[src/rtl/fetch_stage.sv]
// RV32I fetch stage + IF/ID register: one instruction per cycle with zero-wait memory, visible the cycle after resp.
// A stall catches at most one returned word in a buffer and issues no read while holding; a flush mid-request waits out the response.
module fetch_stage #(
  parameter logic [31:0] RESET_PC  = 32'h0000_0060,
  parameter logic [31:0] NOP_INSTR = 32'h0000_0013
) (
  input  logic        clk,
  input  logic        rst,
  output logic        inst_mem_read,
  output logic [31:0] inst_mem_address,
  input  logic [31:0] inst_mem_rdata,
  input  logic        inst_mem_resp,
  input  logic        stall,
  input  logic        flush,
  input  logic [31:0] redirect_pc,
  output logic        fetch_busy,
  output logic        if_id_valid,
  output logic [31:0] if_id_pc,
  output logic [31:0] if_id_instr,
  output logic [6:0]  opcode,
  output logic [4:0]  rd,
  output logic [2:0]  funct3,
  output logic [4:0]  rs1,
  output logic [4:0]  rs2,
  output logic [6:0]  funct7
);

  typedef enum logic [1:0] {FETCH, DISCARD, HOLD} state_t;

  state_t      state_q, state_d;
  logic [31:0] pc_q, pc_d;
  logic [31:0] pending_pc_q, pending_pc_d;
  logic [31:0] buf_pc_q, buf_pc_d;
  logic [31:0] buf_instr_q, buf_instr_d;
  logic        if_id_valid_q, if_id_valid_d;
  logic [31:0] if_id_pc_q, if_id_pc_d;
  logic [31:0] if_id_instr_q, if_id_instr_d;
  logic [31:0] redir_pc;

  assign redir_pc = {redirect_pc[31:2], 2'b00};

  always_comb begin
    state_d       = state_q;
    pc_d          = pc_q;
    pending_pc_d  = pending_pc_q;
    buf_pc_d      = buf_pc_q;
    buf_instr_d   = buf_instr_q;
    if_id_valid_d = if_id_valid_q;
    if_id_pc_d    = if_id_pc_q;
    if_id_instr_d = if_id_instr_q;

    unique case (state_q)
      FETCH: begin
        if (flush) begin
          if_id_valid_d = 1'b0;
          if_id_pc_d    = 32'h0;
          if_id_instr_d = NOP_INSTR;
          if (inst_mem_resp) begin
            pc_d = redir_pc;
          end else begin
            // address must stay put until the outstanding read completes
            pending_pc_d = redir_pc;
            state_d      = DISCARD;
          end
        end else if (inst_mem_resp) begin
          pc_d = pc_q + 32'd4;
          if (stall) begin
            buf_pc_d    = pc_q;
            buf_instr_d = inst_mem_rdata;
            state_d     = HOLD;
          end else begin
            if_id_valid_d = 1'b1;
            if_id_pc_d    = pc_q;
            if_id_instr_d = inst_mem_rdata;
          end
        end else if (!stall) begin
          if_id_valid_d = 1'b0;
          if_id_pc_d    = 32'h0;
          if_id_instr_d = NOP_INSTR;
        end
      end
      DISCARD: begin
        if_id_valid_d = 1'b0;
        if_id_pc_d    = 32'h0;
        if_id_instr_d = NOP_INSTR;
        if (flush) pending_pc_d = redir_pc;
        if (inst_mem_resp) begin
          pc_d    = flush ? redir_pc : pending_pc_q;
          state_d = FETCH;
        end
      end
      HOLD: begin
        if (flush) begin
          pc_d          = redir_pc;
          if_id_valid_d = 1'b0;
          if_id_pc_d    = 32'h0;
          if_id_instr_d = NOP_INSTR;
          state_d       = FETCH;
        end else if (!stall) begin
          if_id_valid_d = 1'b1;
          if_id_pc_d    = buf_pc_q;
          if_id_instr_d = buf_instr_q;
          state_d       = FETCH;
        end
      end
      default: state_d = FETCH;
    endcase
  end

  always_ff @(posedge clk) begin
    if (rst) begin
      state_q       <= FETCH;
      pc_q          <= RESET_PC;
      pending_pc_q  <= 32'h0;
      buf_pc_q      <= 32'h0;
      buf_instr_q   <= 32'h0;
      if_id_valid_q <= 1'b0;
      if_id_pc_q    <= 32'h0;
      if_id_instr_q <= NOP_INSTR;
    end else begin
      state_q       <= state_d;
      pc_q          <= pc_d;
      pending_pc_q  <= pending_pc_d;
      buf_pc_q      <= buf_pc_d;
      buf_instr_q   <= buf_instr_d;
      if_id_valid_q <= if_id_valid_d;
      if_id_pc_q    <= if_id_pc_d;
      if_id_instr_q <= if_id_instr_d;
    end
  end

  assign inst_mem_read    = !rst && (state_q != HOLD);
  assign inst_mem_address = pc_q;
  assign fetch_busy       = !rst && ((state_q == DISCARD) || ((state_q == FETCH) && !inst_mem_resp));

  assign if_id_valid = if_id_valid_q;
  assign if_id_pc    = if_id_pc_q;
  assign if_id_instr = if_id_instr_q;
  assign opcode      = if_id_instr_q[6:0];
  assign rd          = if_id_instr_q[11:7];
  assign funct3      = if_id_instr_q[14:12];
  assign rs1         = if_id_instr_q[19:15];
  assign rs2         = if_id_instr_q[24:20];
  assign funct7      = if_id_instr_q[31:25];

endmodule
[config.mk]
export PLATFORM = sky130hd
export DESIGN_NAME = fetch_stage
export DESIGN_NICKNAME = d
export VERILOG_FILES = /design/src/rtl/fetch_stage.sv
export SDC_FILE = /design/constraint.sdc
export NUM_CORES = 1
export LEC_CHECK = 0
export BUFFER_PORTS_ARGS = -buffer_cell sky130_fd_sc_hd__buf_2
export CORE_MARGIN = 2
export CORE_UTILIZATION = 45
export CTS_BUF_LIST = sky130_fd_sc_hd__clkbuf_2 sky130_fd_sc_hd__clkbuf_4 sky130_fd_sc_hd__clkbuf_8
export DETAILED_ROUTE_END_ITERATION = 12
export GPL_TIMING_DRIVEN = 0
export PLACE_DENSITY = 0.68
export SETUP_SLACK_MARGIN = 0.5
export SLEW_MARGIN = 15
export SYNTH_ARGS = -nofsm -noshare
export SYNTH_HDL_FRONTEND = slang
export SYNTH_SLANG_ARGS = --single-unit
[constraint.sdc]
create_clock -name clk -period 7.5 [get_ports clk]
set_input_delay 1.875 -clock clk [delete_from_list [all_inputs] [get_ports clk]]
set_output_delay 1.875 -clock clk [all_outputs]
set_load 0.02 [all_outputs]
==> impl_metrics.toml <==
[grt]
grt_antenna_before_repair = 2
grt_usage = 0.2730
grt_overflow = 0
grt_max_degree = 20
grt_pass1_wl_um = 46660
grt_pass1_vias = 8722

[setup_path]
critPathKind = "in -> out"
crit_fanout = 10
cp_cell_sequence = "buf_2 > clkbuf_1 > clkbuf_1 > clkbuf_1 > nor2_1 > buf_2"
r2r_cells = 9
cp_common_cell = "clkbuf_1"
start_kind = "input pin"
worst_ep_required_time_ns = 5.62
setup.worst_path.end = "fetch_busy"
r2r_slack_ns = 4.43
path_depth = 6
path_delay_family = "buffers and inverters"
cp.arrival_ns = 3.95
reg2reg_to = "inst_mem_address[18]$_SDFFE_PP0P_"
cp-startpoint = "rst"
crit_path_end_kind = "output port"
r2r-start = "state_q[1]$_SDFFE_PP0P_"
slowest_delay_ns = 0.68
cpMaxStageDelayCell = "clkbuf_1"
path_buf_inv = 5

[power]
swShare = 0.3655
ir_drop_mv = 0.1323
power.switching_uw = 908.2
pwr-share-clk = 0.283
seqPwrFrac = 0.471
internal_power_uw = 1577
leakage_uw = 0.004245
power_frac_comb = 0.246
power_density_nw_per_um2 = 228.7

[clock_network]
cts-buffers-inserted = 17
insertion_delay_ns = 0.49
path_clk_slew_ns = 0.11
clockBufferDepth = 2
cts.repair.resized = 0
cts_tree = "done"
ctsHtreeMaxLevel = 4
ctsHoldBuffers = 0
post_cts_buffers = 0
cts_root_buf = "clkbuf_8"
cts_sinks = 195

[logic_synthesis]
synth_top_area_frac = 0.4272
synthCells = 1200
ys_ff_latch = 195
synthArstFlopShare = 0
synth.most_common_cell = "nand2_1"
yosysSeqAreaShare = 0.4272
yosysUniqueCellTypes = 55
synth_flop_cell = "dfxtp_1"
ys_warn_count = 0
synth_enable_flop_cells = 0
syn-num-nets = 1274
synth_common_cells = "221 x nand2_1, 195 x dfxtp_1, 192 x a21oi_1"
syn_area_sq_um = 9139
yosys.area.top_type = "dfxtp_1"
syn_avg_cell_area_sq_um = 7.616
ys_top_cells_by_area = "dfxtp_1 43%, a21oi_1 11%, nand2_1 9.1%"

[detailed_routing]
via_per_inst = 5.596
drc = 0
vias = 9518
dr.pass1.iters = 5
wl_per_cell_um = 17.46
antenna_left = 0
drtIter0Drc = 907
wirelength_um = 29690

[finish]
final_cells = 1701
register_area_sq_um = 3904
drive_gt1_frac = 0.1954
multi_input_area_sq_um = 4516
nets = 1489
synthToLayoutAreaGrowth_pct = 18.89
fillCellCount = 2003

[timing]
clock_skew_ns = 0.01572
slew_headroom = 0.3031
period_share = 0.7762
fmax_mhz = 171.8
tightest_slew_ns = 1.036
setup_violations = 0
fin_crit_ns = 5.821
final_hold_viol_count = 0
fin_setup_tns_ns = 0
rsz0062_at_grt = "false"
drv_slew = 0

[worst_hold_path]
hold_class = "reg -> reg"

[flow_run]
maxCapViolations = 0

[floorplan]
die_area_sq_um = 21460
rows = 52
start_util = 0.4546
coreArea_sq_um = 20100
floorplan.die.height_um = 146.5
pin_count = 200
die_w_um = 146.5

[outcome]
status = "finished clean"

[placement]
portBuffers = 196
hpwlAfterDp_um = 21690
gp_congestion = 0.9523
place_inst = 1666
==> power groups by stage <==
stage                     registers (uW)  logic (uW)  clock network (uW)
after global placement              1190         596                   0
final                               1170         612                 703
after global routing                1180         667                 755
after floorplan                     1220         353                   0
after detailed placement            1190         600                   0
after CTS                           1170         603                 709
==> how the worst min path moves through the flow <==
stage          cells past startpoint                   startpoint                          end  slack (ns)
2_1_floorplan                      2  buf_instr_q[0]$_SDFFE_PP0P_  buf_instr_q[0]$_SDFFE_PP0P_        0.43
3_3_place_gp                       2  buf_instr_q[4]$_SDFFE_PP0P_  buf_instr_q[4]$_SDFFE_PP0P_        0.44
3_5_place_dp                       2  buf_instr_q[4]$_SDFFE_PP0P_  buf_instr_q[4]$_SDFFE_PP0P_        0.44
5_1_grt                            2    buf_pc_q[28]$_SDFFE_PP0P_    buf_pc_q[28]$_SDFFE_PP0P_        0.48
4_1_cts                            2  buf_instr_q[4]$_SDFFE_PP0P_  buf_instr_q[4]$_SDFFE_PP0P_        0.46
6_report                           2  buf_instr_q[4]$_SDFFE_PP0P_  buf_instr_q[4]$_SDFFE_PP0P_        0.46
==> cell type report <==
class / instances / area share
Timing Repair Buffer: 196 / 0.09028
Tap cell: 270 / 0.03109
Clock inverter: 15 / 0.01532
Inverter: 11 / 0.003800
Buffer: 145 / 0.06241
Sequential cell: 195 / 0.3593
Antenna cell: 3 / 0.0006909
Clock buffer: 17 / 0.02153
Multi-Input combinational cell: 849 / 0.4156
==> through the flow <==
step	hold WS [ns]	area (sq um)	power (uW)	setup slack (ns)	utilization
finish	0.4608	10870	2485	1.679	0.5405
global route	0.4790	10860	2601	1.613	0.5402
global placement	0.4393	10460	1786	1.773	0.5202
detailed placement	0.4441	10460	1792	1.806	0.5202
CTS	0.4594	10860	2479	1.780	0.5401
floorplan	0.4332	9139	1574	2.790	-
==> layer usage <==
layer	routed length [um]	GRT usage	vias to the layer above	part of all wire
met2	13610	0.4384	362	0.46
met5	0	0	-	0
met3	2086	0.05156	56	0.070
met1	13280	0.3722	4472	0.45
met4	716	0.08738	0	0.024
li1	-	-	4628	-
==> registers in the layout (all words and copies together), names as in the netlist <==
register and flops:
if_id_instr 32, if_id_valid 1, pending_pc_q 32, buf_instr_q 32, inst_mem_address 32, state_q 2, buf_pc_q 32, if_id_pc 32
==> worst min-delay path, cell delays in order, from the launching register on <==
cell,delay [ns]
dfxtp_1,0.32
nand2_1,0.05
a21oi_1,0.05
==> placed cells by master, fill, tap and decap left out, types with 4 or more instances in the layout <==
| master | n |
|---|---|
| a221o_1 | 5 |
| a211o_1 | 5 |
| o211ai_1 | 6 |
| nor2_1 | 101 |
| buf_2 | 207 |
| a22oi_1 | 62 |
| a21o_1 | 6 |
| nor4_1 | 8 |
| nand3_1 | 14 |
| a211oi_1 | 18 |
| a21oi_1 | 192 |
| ha_1 | 5 |
| inv_6 | 5 |
| inv_1 | 10 |
| dfxtp_1 | 195 |
| a221oi_1 | 17 |
| or3_1 | 5 |
| nor3_1 | 70 |
| nand4_1 | 12 |
| xor2_1 | 6 |
| buf_4 | 32 |
| nand2b_1 | 7 |
| mux2i_1 | 6 |
| a22o_1 | 6 |
| nor2b_1 | 7 |
| clkbuf_1 | 91 |
| nand2_1 | 221 |
| and4_1 | 4 |
| o21ai_0 | 24 |
| buf_1 | 11 |
| clkbuf_8 | 17 |
==> cell families (layout without fill, tap and decap cells) <==
group | after synthesis | after routing | synth area share
and+or+nand+nor | 466 | 466 | 0.2245
xor gates and xnor gates | 9 | 9 | 0.008626
DFF | 195 | 195 | 0.4272
AOI/OAI and AO/OA | 362 | 362 | 0.2463
adders and majority gates | 5 | 5 | 0.006846
muxes | 7 | 7 | 0.007804
other | 0 | 3 | 0
buffers and inverters | 156 | 384 | 0.07872
Note: power is estimated with default switching activity, not from simulation.
